`src/rtl/hall_gen.sv`:
```
// rtl/hall_gen.sv - Emulated BLDC hall sensor sequencer with gate-drive checker.
// Optional checker compiled in with HALL_GEN_CHECK_EN; otherwise error flags tie to 0.
module hall_gen #(
    parameter int PERIOD_W = 16,
    parameter int BLANK    = 64
) (
    input  logic                clk,
    input  logic                rst,
    input  logic                en,
    input  logic                dir,
    input  logic [PERIOD_W-1:0] period,
    input  logic                highGrn,
    input  logic                lowGrn,
    input  logic                highYlw,
    input  logic                lowYlw,
    input  logic                highBlu,
    input  logic                lowBlu,
    input  logic                clr_err,
    output logic                hallGrn,
    output logic                hallYlw,
    output logic                hallBlu,
    output logic [2:0]          pos,
    output logic                step,
    output logic                err_shoot,
    output logic                err_off
);
    localparam int BLANK_W = $clog2(BLANK + 2);

    logic [PERIOD_W-1:0] cnt;
    logic [2:0]          hall;
    logic [2:0]          pos_next;
    logic                run;
    logic                advance;

    function automatic logic [2:0] hall_code(input logic [2:0] p);
        case (p)
            3'd0:    hall_code = 3'b101;
            3'd1:    hall_code = 3'b100;
            3'd2:    hall_code = 3'b110;
            3'd3:    hall_code = 3'b010;
            3'd4:    hall_code = 3'b011;
            3'd5:    hall_code = 3'b001;
            default: hall_code = 3'b101;
        endcase
    endfunction

    // A lowered period leaves cnt above the new limit, so >= forces an immediate step.
    always_comb begin
        run     = en && (period != '0);
        advance = run && (cnt >= period - PERIOD_W'(1));
        if (dir) begin
            pos_next = (pos == 3'd5) ? 3'd0 : pos + 3'd1;
        end else begin
            pos_next = (pos == 3'd0) ? 3'd5 : pos - 3'd1;
        end
    end

    always_ff @(posedge clk) begin
        if (rst) begin
            pos  <= 3'd0;
            cnt  <= '0;
            step <= 1'b0;
            hall <= 3'b101;
        end else begin
            step <= advance;
            if (advance) begin
                pos  <= pos_next;
                cnt  <= '0;
                hall <= hall_code(pos_next);
            end else if (run) begin
                cnt <= cnt + PERIOD_W'(1);
            end
        end
    end

    assign {hallGrn, hallYlw, hallBlu} = hall;

`ifdef HALL_GEN_CHECK_EN
    logic [BLANK_W-1:0] blank;
    logic               off_hi;
    logic               off_lo;
    logic               shoot_now;
    logic               off_now;

    // The undriven phase depends only on the current hall code, not on direction.
    always_comb begin
        off_hi = 1'b0;
        off_lo = 1'b0;
        case (pos)
            3'd0, 3'd3: begin off_hi = highBlu; off_lo = lowBlu; end
            3'd1, 3'd4: begin off_hi = highYlw; off_lo = lowYlw; end
            default:    begin off_hi = highGrn; off_lo = lowGrn; end
        endcase
        shoot_now = (highGrn && lowGrn) || (highYlw && lowYlw) || (highBlu && lowBlu);
        off_now   = (blank == '0) && (off_hi || off_lo);
    end

    always_ff @(posedge clk) begin
        if (rst) begin
            blank     <= BLANK_W'(BLANK);
            err_shoot <= 1'b0;
            err_off   <= 1'b0;
        end else begin
            if (advance) begin
                blank <= BLANK_W'(BLANK);
            end else if (blank != '0) begin
                blank <= blank - BLANK_W'(1);
            end
            err_shoot <= shoot_now || (err_shoot && !clr_err);
            err_off   <= off_now || (err_off && !clr_err);
        end
    end
`else
    logic unused_checker;
    assign unused_checker = ^{highGrn, lowGrn, highYlw, lowYlw, highBlu, lowBlu,
                              clr_err, BLANK_W'(BLANK)};
    assign err_shoot = 1'b0;
    assign err_off   = 1'b0;
`endif

endmodule

```
`config.mk`:
```
export PLATFORM = sky130hd
export DESIGN_NAME = hall_gen
export DESIGN_NICKNAME = d
export VERILOG_FILES = /design/src/rtl/hall_gen.sv
export SDC_FILE = /design/constraint.sdc
export NUM_CORES = 1
export LEC_CHECK = 0
export CORE_ASPECT_RATIO = 1.2
export CORE_UTILIZATION = 30
export DETAILED_ROUTE_END_ITERATION = 6
export SLEW_MARGIN = 15
export SYNTH_ARGS = -nofsm -noshare
export SYNTH_HDL_FRONTEND = slang
export SYNTH_SLANG_ARGS = --single-unit
```
`constraint.sdc`:
```
create_clock -name clk -period 10.4 [get_ports clk]
set_clock_uncertainty 0.1 [all_clocks]
set_input_delay 2.08 -clock clk [delete_from_list [all_inputs] [get_ports clk]]
set_output_delay 2.08 -clock clk [all_outputs]
set_load 0.05 [all_outputs]
```
==> Word level (Yosys, flattened, before mapping) <==
Cells that the tools add are included.
{ "totals": {"regBits": 23, "latch_bits": 0, "ram_bits": 0, "rom_bits": 0, "out_inout_bits": 9, "elab_cells": 24, "mem_count": 0} }
{ "op_classes": {"add_sub_neg": 4, "multipliers": 0, "div_mod_pow": 0, "n_lt_le_gt_ge": 1, "eq_ne": 6, "shifts": 0, "n_mux": 4, "n_bitwise": 0, "n_reduce_logical": 5} }
{ "op_table": {"columns": ["cell", "count"], "rows": [
  ["$add A16 B1 Y16 const B", 1],
  ["$ge A16 B16 Y1", 1],
  ["$reduce_bool A16 Y1", 1],
  ["$sub A16 B1 Y16 const B", 1],
  ["$pmux W3 S5", 1],
  ["$eq A3 B3 Y1 const B", 3],
  ["$mux W3", 3],
  ["$eq A3 B2 Y1 const B", 2],
  ["$add A3 B1 Y3 const B", 1],
  ["$eq A3 B1 Y1 const B", 1],
  ["$logic_not A3 Y1", 1],
  ["$sub A3 B1 Y3 const B", 1],
  ["$logic_and A1 B1 Y1", 2],
  ["$reduce_or A2 Y1", 1]
]} }

==> Depth between registers and ports, before layout <==
{ "depth": {"ltp_word": 5, "ltp_mapped": 15, "ltp_nobuf": 13} }

==> Worst setup path before layout <==
OpenSTA, ideal clock, no wires.
{ "synth_timing": {"path_type": "input to register", "start": "input period[3]", "end": "register pos[1]", "setup_time_ps": 74, "arrival_ps": 5018, "path_slack_ps": 5208, "path_stages": 12, "cell_sequence": "or4_4 -> or3_1 -> nor3b_1 -> xnor2_1 -> ha_1 -> nand4_1 -> a211o_1 -> o32ai_1 -> o21ai_4 -> buf_6 -> or3_1 -> a31oi_1"} }
{ "synth_between": {"elab_chain_cells": 3, "elab_cells_between_ends": 5, "classes_between": "add/sub: 1; order compare: 1; reduce/logical: 3"} }
{ "synth_rtl": {"columns": ["item", "line", "rtl"], "rows": [
  ["start, declared", "11", "input logic [PERIOD_W-1:0] period,"],
  ["$sub A16 B1 Y16 or $reduce_bool A16 Y1 (tied branches)", "50, 49", null],
  ["$ge A16 B16 Y1 or $logic_and A1 B1 Y1 (tied branches)", "50, 49", null],
  ["$logic_and A1 B1 Y1 (*)", "50", "advance = run && (cnt >= period - PERIOD_W'(1));"],
  ["end signal, assigned", "67", "pos <= pos_next;"],
  ["end, declared", "22", "output logic [2:0] pos,"]
]} }
Every way passes the cells marked *; elsewhere a longest branch is shown, timed or not.
A chain may end at the register's enable or synchronous reset.

==> Worst setup path after layout <==
{ "layout_timing": {"start": "input period[3]", "end": "register cnt[9]"} }
{ "layout_between": {"elab_chain_cells": 4, "elab_cells_between_ends": 6, "classes_between": "add/sub: 1; order compare: 1; reduce/logical: 4"} }
{ "layout_rtl": {"columns": ["item", "line", "rtl"], "rows": [
  ["$sub A16 B1 Y16 or $reduce_bool A16 Y1 (tied branches)", "50, 49", null],
  ["$ge A16 B16 Y1 or $logic_and A1 B1 Y1 (tied branches)", "50, 49", null],
  ["$logic_and A1 B1 Y1", "50", null],
  ["$reduce_or A2 Y1 (no line)", null, null],
  ["end signal, assigned", "71", "cnt <= cnt + PERIOD_W'(1);"],
  ["end, declared", "29", "logic [PERIOD_W-1:0] cnt;"]
]} }
Several ways; a longest one is shown, not always the timed one.

==> out/qor.txt <==
R2R Path End: cnt[9]$_SDFFE_PP0P_
top_reg_cell synth: dfxtp_1
Cells after Synth: 221
Crit Path Class: in -> reg
total gr overflow: 0
Port Buf Inserts: 26
post-route ant nets: 0
Final Max Slew Viols: 0
minimum clock period: 5.94 ns
die area: 0.00640 mm²
CP most frequent cell: a21o_1
worst skew pair latency: 0.26 ns
Mapped Area: 0.00182 mm²
DR vias/cell: 4.69
Max Cap Viol: 0
number of synthesized flops with an enable pin: 0
GRT Total Usage: 11.7%
cts hold-fix bufs: 0
first-pass GRT wire length: 5980 µm
critical path endpoint category: flop
Yosys reg bits: 23
final core utilization: 37.6%
CP endpoint: cnt[9]$_SDFFE_PP0P_
die height: 87.4 µm
clk buf depth: 2
max frequency: 168 MHz
final hold violation count: 0
number of diodes: 0
detailed placement HPWL: 2870 µm
Root Driver: clkbuf_8
slew margin rel.: 60.5%
worst-path cell chain: clkdlybuf4s50_1, or4_4, or3_1, nor3_1, xnor2_1, ha_1, a21o_1, a21o_1, a2111o_1, o21ai_4, nand2b_1, nor2_1
Clk pin slew, worst setup/hold paths: 0.08 ns
total wire length: 3530 µm
CTS tree: built
initial cell density of the core: 31.8%
RSZ-0062 raised after global routing: no
die width: 73.2 µm
Leak Pwr: 0.844 nW
flop2flop setup slack: 7.72 ns
CP top delay family: simple AND/OR/NAND/NOR gates
First-pass DRT Iterations: 4
vias in the first global route: 1388
Yosys top cell by area: dfxtp_1
R2R cell count: 8
top-area cell type share of the netlist area: 25.2%
CTS buffer count: 3
worst vdd ir: 0.0726 mV
initial DRC count: 35
setup tns final: 0 ns
Critical Path Start: period[3]
core area: 0.00574 mm²
# setup viols final: 0
Buf+Inv Stages, Crit Path: 1
CTS sink cnt: 23
worst-path cell with the longest stage delay: or4_4
Hold Path Class: reg -> reg
FP Rows: 30
Synth cell types: 42
Area Overhead vs Synth: 18.4%
postcts setup bufs: 0
WHS: 0.373 ns
I/O pin total: 36
Worst Path Max Fanout: 16
CP arrival: 6.03 ns
WL/cell: 11.0 µm
antenna violations before repair: 0
Pwr Total: 0.172 mW
Fillers: 584
Placer Congestion: 0.771
hold_sp: hall[0]$_SDFFE_PP1P_
Startpoint Class: input port
top post-synthesis cells by area: dfxtp_1 (25%), ha_1 (13%), xnor2_1 (8.6%)
mean post-synth cell area: 8.25 µm²
Worst-Margin Slew: 0.592 ns
Total Nets Final: 289
Post-Layout Cell Count: 322
pwr dens: 79.5 mW/mm²
Yosys warning count: 0
outcome: completed
share of cells above drive strength 1: 5.37%
largest net degree at the start of global routing: 17
slowest stage delay, CP: 0.59 ns
residual DRC count: 0
Crit path depth: 12
dpl cells: 318
Resized cells post-CTS: 0
Crit Reg-Reg Startpoint: cnt[0]$_SDFFE_PP0P_
fin crit share: 57.1%
H-tree Lvls: 1
async set-or-reset flop fraction in the synthesized netlist: 0%
Vias: 1510
Critical Path RT: 10.49 ns
sequential element share of the synthesized area: 25.2%
-- cell type report --
class,instances,area (µm²),share of cell area (%)
Clock buffer,3,41.3,1.91
Sequential cell,23,460,21.3
Multi-Input combinational cell,179,1250,58.1
Clock inverter,1,5.00,0.232
Inverter,10,37.5,1.74
Timing Repair Buffer,26,260,12.1
Tap cell,80,100,4.63
-- where the power goes --
part | total [mW] | leakage [nW] | internal, mW | switching (mW)
clock | 0.0534 | 0.0255 | 0.0267 | 0.0267
combinational | 0.0283 | 0.633 | 0.0140 | 0.0143
sequential | 0.0899 | 0.186 | 0.0888 | 0.00107
-- cell families (layout without fill, tap and decap cells) --
group	count (synthesis)	in the layout	synth area share, %
AO/OA/AOI/OAI	25	25	10.0
XOR/XNOR	30	30	14.4
buffers and inverters	20	40	6.17
multiplexers	7	7	3.98
flip-flops	23	23	25.2
other	1	2	0.206
adder cells (fa/ha/maj)	19	19	13.0
AND/OR/NAND/NOR	96	96	27.0
-- registers in the layout, indices dropped and copies added, names as in the netlist --
register,count
cnt,16
hall,3
pos,3
step,1
-- cell usage in the layout, fill, tap and decap left out, types with 5 or more instances in the layout --
master / synthesis / routed
clkdlybuf4s50_1: 0 / 26
dfxtp_1: 23 / 23
ha_1: 19 / 19
inv_1: 10 / 10
mux2i_1: 5 / 5
nand2_1: 15 / 15
nand3_1: 7 / 7
nand4_1: 7 / 7
nor2_1: 35 / 35
nor3_1: 8 / 8
o21ai_0: 7 / 7
xnor2_1: 18 / 18
xor2_1: 12 / 12
-- metal layers --
| layer | global-route usage (%) | vias to the layer above | part of all wire (%) |
|---|---|---|---|
| met2 | 20.4 | 11 | 49 |
| li1 | - | 806 | - |
| met3 | 2.78 | 2 | 2.2 |
| met4 | 2.14 | 0 | 0.40 |
| met1 | 14.6 | 691 | 48 |
| met5 | 0 | - | 0 |
-- through the flow --
stage | setup WS [ns] | area (µm²)
after floorplan | 5.21 | 1830
after CTS | 4.42 | 2160
after global routing | 4.19 | 2160
after global placement | 4.23 | 2110
after detailed placement | 4.14 | 2110
final | 4.46 | 2160
-- worst min path at each step --
| stage | end | slack [ns] | depth (start not counted) |
|---|---|---|---|
| floorplan | cnt[15]$_SDFFE_PP0P_ | 0.39 | 2 |
| global placement | hall[0]$_SDFFE_PP1P_ | 0.36 | 1 |
| detailed placement | hall[0]$_SDFFE_PP1P_ | 0.36 | 1 |
| CTS | hall[0]$_SDFFE_PP1P_ | 0.37 | 1 |
| global route | hall[0]$_SDFFE_PP1P_ | 0.42 | 1 |
| finish | hall[0]$_SDFFE_PP1P_ | 0.37 | 1 |
-- Yosys cell counts, drive strengths merged, types with 2 or more instances --
library cell / instances
a211o: 3
a21o: 3
a21oi: 2
a221oi: 2
a31oi: 2
and2: 2
and3: 3
buf: 7
clkbuf: 3
dfxtp: 23
ha: 19
inv: 10
mux2: 2
mux2i: 5
nand2: 15
nand2b: 3
nand3: 7
nand4: 7
nor2: 35
nor3: 8
nor3b: 2
nor4: 4
o21ai: 8
or2: 2
or3: 4
or4: 2
xnor2: 18
xor2: 12
(Power assumes the default switching activity.)
